### src/rtl/cmp_share_sched_pkg.sv
// cmp_share_sched_pkg
//   Shared definitions for the comparator-sharing scheduler. It holds the
//   FSM state encoding and the round-robin next-pointer helper.
package cmp_share_sched_pkg;

  // Each granted operation walks all four states in order.
  typedef enum logic [1:0] {
    IDLE   = 2'd0,
    CMP_AB = 2'd1,
    CMP_BA = 2'd2,
    DONE   = 2'd3
  } state_t;

  // Round-robin successor of a requester index, wrapping n-1 back to 0.
  // The calculation uses int, so non-power-of-two requester counts also wrap correctly.
  function automatic int rr_next(input int id, input int n);
    return (id + 1 >= n) ? 0 : id + 1;
  endfunction

endpackage

### src/rtl/cmp_share_sched_gtcmp.sv
// cmp_share_sched_gtcmp
//   Purely combinational W-bit unsigned greater-than comparator. This is the
//   single magnitude resource that the scheduler time-shares.
// Ports:
//   a, b : unsigned operands
//   gt   : 1 when a > b
module cmp_share_sched_gtcmp #(
  parameter int W = 32
) (
  input  logic [W-1:0] a,
  input  logic [W-1:0] b,
  output logic         gt
);

  assign gt = (a > b);

endmodule

### src/rtl/cmp_share_sched.sv
// cmp_share_sched
//   Round-robin scheduler that shares one greater-than comparator among N
//   requesters. A granted request makes two passes through the comparator:
//   first A>B, then B>A. The results are latched as greater/less/equal flags,
//   and a done pulse is sent to the owning requester.
// Ports:
//   clk, rst   : clock, synchronous active-high reset
//   req_i      : per-requester level request
//   data_a_i   : packed operand A, requester k at [k*W +: W]
//   data_b_i   : packed operand B, requester k at [k*W +: W]
//   gnt_o      : one-hot grant pulse (operands already latched)
//   done_o     : one-hot result-valid pulse
//   gthan_o    : latched A>B
//   lthan_o    : latched A<B
//   eq_o       : latched A==B
//   res_id_o   : owner of the current result
//   busy_o     : high whenever an operation is in flight
module cmp_share_sched
  import cmp_share_sched_pkg::*;
#(
  parameter int W   = 32,
  parameter int N   = 4,
  parameter int IDW = 2
) (
  input  logic           clk,
  input  logic           rst,
  input  logic [N-1:0]   req_i,
  input  logic [N*W-1:0] data_a_i,
  input  logic [N*W-1:0] data_b_i,
  output logic [N-1:0]   gnt_o,
  output logic [N-1:0]   done_o,
  output logic           gthan_o,
  output logic           lthan_o,
  output logic           eq_o,
  output logic [IDW-1:0] res_id_o,
  output logic           busy_o
);

  state_t         state, state_nxt;
  logic [IDW-1:0] rr_ptr;
  logic [IDW-1:0] cur_id;
  logic [IDW-1:0] pick_id;
  logic           pick_vld;
  logic [W-1:0]   op_a, op_b;
  logic [W-1:0]   cmp_x, cmp_y;
  logic           cmp_swap;
  logic           cmp_gt;
  logic           gt_r, lt_r;
  logic [W-1:0]   a_arr [N];
  logic [W-1:0]   b_arr [N];

  // Unpack the flat operand buses so each requester can be selected by its index.
  always_comb begin
    for (int k = 0; k < N; k++) begin
      a_arr[k] = data_a_i[k*W +: W];
      b_arr[k] = data_b_i[k*W +: W];
    end
  end

  // Round-robin pick: the scan starts at rr_ptr, and the first asserted request wins.
  always_comb begin
    int             sum;
    logic [IDW-1:0] cand;
    sum      = 0;
    cand     = '0;
    pick_vld = 1'b0;
    pick_id  = '0;
    for (int i = 0; i < N; i++) begin
      sum = int'(rr_ptr) + i;
      if (sum >= N) sum = sum - N;
      cand = IDW'(sum);
      if (!pick_vld && req_i[cand]) begin
        pick_vld = 1'b1;
        pick_id  = cand;
      end
    end
  end

  // FSM state register.
  always_ff @(posedge clk) begin
    if (rst) state <= IDLE;
    else     state <= state_nxt;
  end

  // FSM next state: IDLE waits for a request, then the three operation states run in sequence.
  always_comb begin
    state_nxt = state;
    case (state)
      IDLE:    if (pick_vld) state_nxt = CMP_AB;
      CMP_AB:  state_nxt = CMP_BA;
      CMP_BA:  state_nxt = DONE;
      DONE:    state_nxt = IDLE;
      default: state_nxt = IDLE;
    endcase
  end

  // FSM outputs: grant and done pulses go to cur_id. During CMP_BA the comparator inputs are swapped.
  always_comb begin
    gnt_o    = '0;
    done_o   = '0;
    busy_o   = (state != IDLE);
    cmp_swap = (state == CMP_BA);
    if (state == CMP_AB) gnt_o[cur_id]  = 1'b1;
    if (state == DONE)   done_o[cur_id] = 1'b1;
  end

  assign cmp_x = cmp_swap ? op_b : op_a;
  assign cmp_y = cmp_swap ? op_a : op_b;

  cmp_share_sched_gtcmp #(.W(W)) u_gtcmp (
    .a  (cmp_x),
    .b  (cmp_y),
    .gt (cmp_gt)
  );

  // Datapath registers. The operands are latched when the request is picked, so later
  // changes on the data inputs cannot disturb the operation. The result flags are loaded at
  // the end of CMP_BA, so they are valid during DONE and hold until the next DONE.
  always_ff @(posedge clk) begin
    if (rst) begin
      rr_ptr   <= '0;
      cur_id   <= '0;
      op_a     <= '0;
      op_b     <= '0;
      gt_r     <= 1'b0;
      lt_r     <= 1'b0;
      gthan_o  <= 1'b0;
      eq_o     <= 1'b0;
      res_id_o <= '0;
    end else begin
      if (state == IDLE && pick_vld) begin
        op_a   <= a_arr[pick_id];
        op_b   <= b_arr[pick_id];
        cur_id <= pick_id;
      end
      if (state == CMP_AB) begin
        gt_r   <= cmp_gt;
        rr_ptr <= IDW'(rr_next(int'(cur_id), N));
      end
      if (state == CMP_BA) begin
        lt_r     <= cmp_gt;
        gthan_o  <= gt_r;
        eq_o     <= ~gt_r & ~cmp_gt;
        res_id_o <= cur_id;
      end
    end
  end

  assign lthan_o = lt_r;

endmodule

### config.mk
export PLATFORM = sky130hd
export DESIGN_NAME = cmp_share_sched
export DESIGN_NICKNAME = d
export VERILOG_FILES = /design/src/rtl/cmp_share_sched_pkg.sv /design/src/rtl/cmp_share_sched_gtcmp.sv /design/src/rtl/cmp_share_sched.sv
export SDC_FILE = /design/constraint.sdc
export NUM_CORES = 1
export LEC_CHECK = 0
export CAP_MARGIN = 20
export CORE_MARGIN = 3
export CORE_UTILIZATION = 43
export DETAILED_ROUTE_END_ITERATION = 12
export GPL_TIMING_DRIVEN = 0
export HOLD_SLACK_MARGIN = 0.1
export PLACE_DENSITY = 0.81
export SETUP_SLACK_MARGIN = 0.1
export SLEW_MARGIN = 5
export SYNTH_ARGS = -nofsm -noshare
export SYNTH_HDL_FRONTEND = slang
export SYNTH_SLANG_ARGS = --single-unit
### constraint.sdc
create_clock -name clk -period 2.38 [get_ports clk]
set_input_delay 0.238 -clock clk [delete_from_list [all_inputs] [get_ports clk]]
set_output_delay 0.238 -clock clk [all_outputs]
set_load 0.1 [all_outputs]
==> impl_metrics.prom <==
# TYPE chip_impl_metric gauge
chip_impl_metric{name="core_rows",unit=""} 42
chip_impl_metric{name="async_flop_share",unit="%"} 0
chip_impl_metric{name="number_of_global_route_vias_before_repair",unit=""} 7598
chip_impl_metric{name="design.portCount",unit=""} 276
chip_impl_metric{name="dp_hpwl",unit="µm"} 18900
chip_impl_metric{name="detail_route.iter0.violations",unit=""} 641
chip_impl_metric{name="ys_seq_area_share",unit="%"} 25.3
chip_impl_metric{name="numCtsBuffers",unit=""} 9
chip_impl_metric{name="hold_violations",unit=""} 0
chip_impl_metric{name="clk_latency",unit="ns"} 0.33
chip_impl_info{name="path_delay_family",value="compound AO/OA/AOI/OAI gates"} 1
chip_impl_metric{name="clock-sinks",unit=""} 76
chip_impl_metric{name="min_period_over_period",unit="%"} 93.9
chip_impl_metric{name="post-route-cell-area",unit="µm²"} 9540
chip_impl_metric{name="die-area",unit="µm²"} 15400
chip_impl_metric{name="chipHeight",unit="µm"} 124
chip_impl_metric{name="worstPathArrival",unit="ns"} 2.46
chip_impl_metric{name="avgViaCountPerCell",unit=""} 5.39
chip_impl_metric{name="yosys_warnings",unit=""} 0
chip_impl_metric{name="setup_viol_count_final",unit=""} 0
chip_impl_metric{name="synth_top_area_share",unit="%"} 25.3
chip_impl_info{name="synth.top_cells.by_count",value="nand2_1 (332), nand3_1 (196), a21oi_1 (87)"} 1
chip_impl_metric{name="grt_antenna_before_repair",unit=""} 0
chip_impl_metric{name="p_leak",unit="nW"} 3.89
chip_impl_info{name="clock-root-buffer",value="clkbuf_16"} 1
chip_impl_metric{name="nNetsFinal",unit=""} 1532
chip_impl_info{name="ys_top_cells_by_area",value="dfxtp_1 (25%), nand2_1 (21%), nand3_1 (16%), a21oi_1 (7.2%), nor2b_1 (4.7%)"} 1
chip_impl_metric{name="num_antenna_cells",unit=""} 0
chip_impl_info{name="worstHoldPathType",value="register to register"} 1
chip_impl_metric{name="finClkSkew",unit="ns"} 0.00480
chip_impl_info{name="slowest_stage",value="dfxtp_2"} 1
chip_impl_metric{name="critical_path_peak_fanout",unit=""} 8
chip_impl_info{name="synthMostInstantiatedCell",value="nand2_1"} 1
chip_impl_metric{name="grt_start_max_net_pins",unit=""} 13
chip_impl_metric{name="gp_routability_congestion",unit=""} 0.888
chip_impl_metric{name="detailedPlace.worstSlack",unit="ns"} -0.497
chip_impl_metric{name="areaGrowthSynthToFinish",unit="%"} 58.6
chip_impl_metric{name="syn_area",unit="µm²"} 6010
chip_impl_metric{name="port_buffers",unit=""} 275
chip_impl_info{name="timing.critical_path.cells",value="ha_4 > buf_8 > or3b_4 > o2111ai_4 > nor4_4 > o21ai_2 > a221oi_2 > o31ai_2 > buf_4 > a31o_1"} 1
chip_impl_metric{name="combined_global_route_utilization_of_all_metal_layers",unit="%"} 29.8
chip_impl_metric{name="setup-tns-final",unit="ns"} 0
chip_impl_metric{name="detailed_place.area",unit="µm²"} 8980
chip_impl_metric{name="cts_max_level",unit=""} 3
chip_impl_info{name="run_status",value="finished, final reports clean"} 1
chip_impl_metric{name="yosys_register_bits",unit=""} 76
chip_impl_metric{name="drcViolationCount",unit=""} 0
chip_impl_metric{name="synth-edff-count",unit=""} 0
chip_impl_info{name="synth.largest_area_cell",value="dfxtp_1"} 1
chip_impl_metric{name="dieWidth",unit="µm"} 124
chip_impl_info{name="startpoint_type",value="register"} 1
chip_impl_metric{name="post-route-min-period",unit="ns"} 2.23
chip_impl_metric{name="hold_fix_buffers_cts",unit=""} 0
chip_impl_metric{name="numPlacedInstances",unit=""} 1422
chip_impl_metric{name="via_count",unit=""} 7774
chip_impl_metric{name="fin_cells",unit=""} 1441
chip_impl_metric{name="p_total",unit="mW"} 8.17
chip_impl_metric{name="crit_buf_inv",unit=""} 2
chip_impl_metric{name="drv_slew",unit=""} 0
chip_impl_metric{name="synth.lib_cells_used.distinct",unit=""} 51
chip_impl_metric{name="start_util",unit="%"} 44.7
chip_impl_metric{name="fmax",unit="GHz"} 0.448
chip_impl_metric{name="clk_transition_reported_paths",unit="ns"} 0.06
chip_impl_metric{name="mappedNetlistNets",unit=""} 1243
chip_impl_metric{name="finish.utilization",unit="%"} 70.9
chip_impl_metric{name="holdPathStages",unit=""} 2
chip_impl_metric{name="cts.path.max_buffers",unit=""} 2
chip_impl_metric{name="vdd_drop_max",unit="mV"} 0.472
chip_impl_metric{name="grt_overflow_total",unit=""} 0
chip_impl_metric{name="power_density",unit="nW/µm²"} 856
chip_impl_metric{name="cells_after_synth",unit=""} 971
chip_impl_metric{name="critical_path.max_stage_delay",unit="ns"} 0.43
chip_impl_metric{name="max_cap_violations",unit=""} 0
chip_impl_metric{name="reg2reg_depth",unit=""} 10
chip_impl_info{name="worstSetupEndpointType",value="register"} 1
chip_impl_metric{name="actual_transition_at_the_worst_max_transition_pin",unit="ns"} 0.990
chip_impl_info{name="crit_type",value="register to register"} 1
chip_impl_metric{name="ant_nets",unit=""} 0
chip_impl_metric{name="critical_path_depth",unit=""} 10
chip_impl_metric{name="mean_area_per_synthesized_cell",unit="µm²"} 6.19
chip_impl_info{name="synth-main-ff-cell",value="dfxtp_1"} 1
chip_impl_metric{name="first_pass_iters",unit=""} 5
chip_impl_metric{name="core-area",unit="µm²"} 13500
chip_impl_metric{name="detail_route.wl_per_cell",unit="µm"} 16.8
chip_impl_metric{name="worst_slack",unit="ns"} 0.146
chip_impl_metric{name="crit_required",unit="ns"} 2.60
chip_impl_metric{name="grt_pass1_wl",unit="µm"} 37800
chip_impl_metric{name="drive_gt1_share",unit="%"} 8.77
chip_impl_info{name="rsz0062_at_grt",value="yes"} 1
chip_impl_metric{name="relSlewSlack",unit="%"} 33.8
chip_impl_metric{name="fin_worst_hold_slack",unit="ns"} 0.468
chip_impl_info{name="cts_tree",value="built"} 1
chip_impl_metric{name="wl",unit="µm"} 24200
logic make-up (layout without fill, tap and decap cells):
kind of cell             count (synthesis)  in the layout  share of synthesized area, %
flip-flops                              76             76                          25.3
buffers and inverters                   81            375                          6.10
AND/OR/NAND/NOR                        657            657                          51.0
XOR/XNOR                                 9              9                          1.56
multiplexers                             6              6                         0.999
AO/OA/AOI/OAI                          124            124                          11.6
adder cells (fa/ha/maj)                 18             18                          3.46
power by group:
group | total (mW) | internal [mW] | switching, mW
registers | 2.06 | 1.65 | 0.417
logic | 4.59 | 1.90 | 2.69
clock network | 1.51 | 1.00 | 0.515
total | 8.17 | 4.54 | 3.62
routing by layer:
layer	up-vias	GRT usage, %	wire length (µm)
li1	3853	-	-
met3	45	5.58	1790
met2	350	52.5	11900
met5	-	0	0
met4	0	9.86	648
met1	3526	36.4	9930
cells in the final DEF, fill, tap and decap left out, types with 7 or more instances in the layout:
cell,instances
buf_2,24
o21ai_0,11
o22ai_1,9
nand2b_1,25
nor2b_1,45
clkbuf_1,13
a21oi_1,87
clkbuf_16,9
nand3_1,196
and2_1,9
inv_1,11
nor2_1,13
dfxtp_1,74
clkdlybuf4s50_1,266
nand2_1,330
ha_1,8
clkbuf_2,16
clkbuf_4,8
buf_4,7
worst reg2reg max path: stages, from the launching register on:
cell       delay (ns)
dfxtp_2          0.43
ha_4             0.17
buf_8            0.13
or3b_4           0.15
o2111ai_4        0.13
nor4_4           0.25
o21ai_2          0.08
a221oi_2         0.33
o31ai_2          0.10
buf_4            0.16
a31o_1           0.20
cell type report:
| cell class | count | area, µm² |
|---|---|---|
| fill | 1207 | 3920 |
| multi-input combinational | 814 | 4250 |
| buffer | 68 | 373 |
| inverter | 13 | 56.3 |
| tap | 176 | 220 |
| sequential | 76 | 1530 |
| timing repair buffer | 278 | 2780 |
| clock buffer | 12 | 267 |
| clock inverter | 4 | 70.1 |
flip-flops by register name, summed over array words and instances, names as in the netlist:
name	flops
cur_id	2
op_b	32
eq_o	1
op_a	32
gthan_o	1
lthan_o	1
gt_r	1
state	2
res_id_o	2
rr_ptr	2
repair_timing:
| item | 4_1_cts | 5_1_grt |
|---|---|---|
| pin swaps | 6 | 4 |
| gates resized for setup | 34 | 55 |
| endpoints found under the setup margin | 53 | 65 |
| cloned | 0 | 0 |
| buffers inserted | 2 | 1 |
worst paths after layout:
path | startpoint | slack [ns] | to
max reg2reg | state[1]$_SDFFE_PP0P_ | 0.15 | eq_o$_SDFFE_PP0N_
min | op_a[6]$_SDFFE_PP0P_ | 0.47 | op_a[6]$_SDFFE_PP0P_
max | state[1]$_SDFFE_PP0P_ | 0.15 | eq_o$_SDFFE_PP0N_
min reg2reg | op_a[6]$_SDFFE_PP0P_ | 0.47 | op_a[6]$_SDFFE_PP0P_
Power figures use the tool's default switching activity.
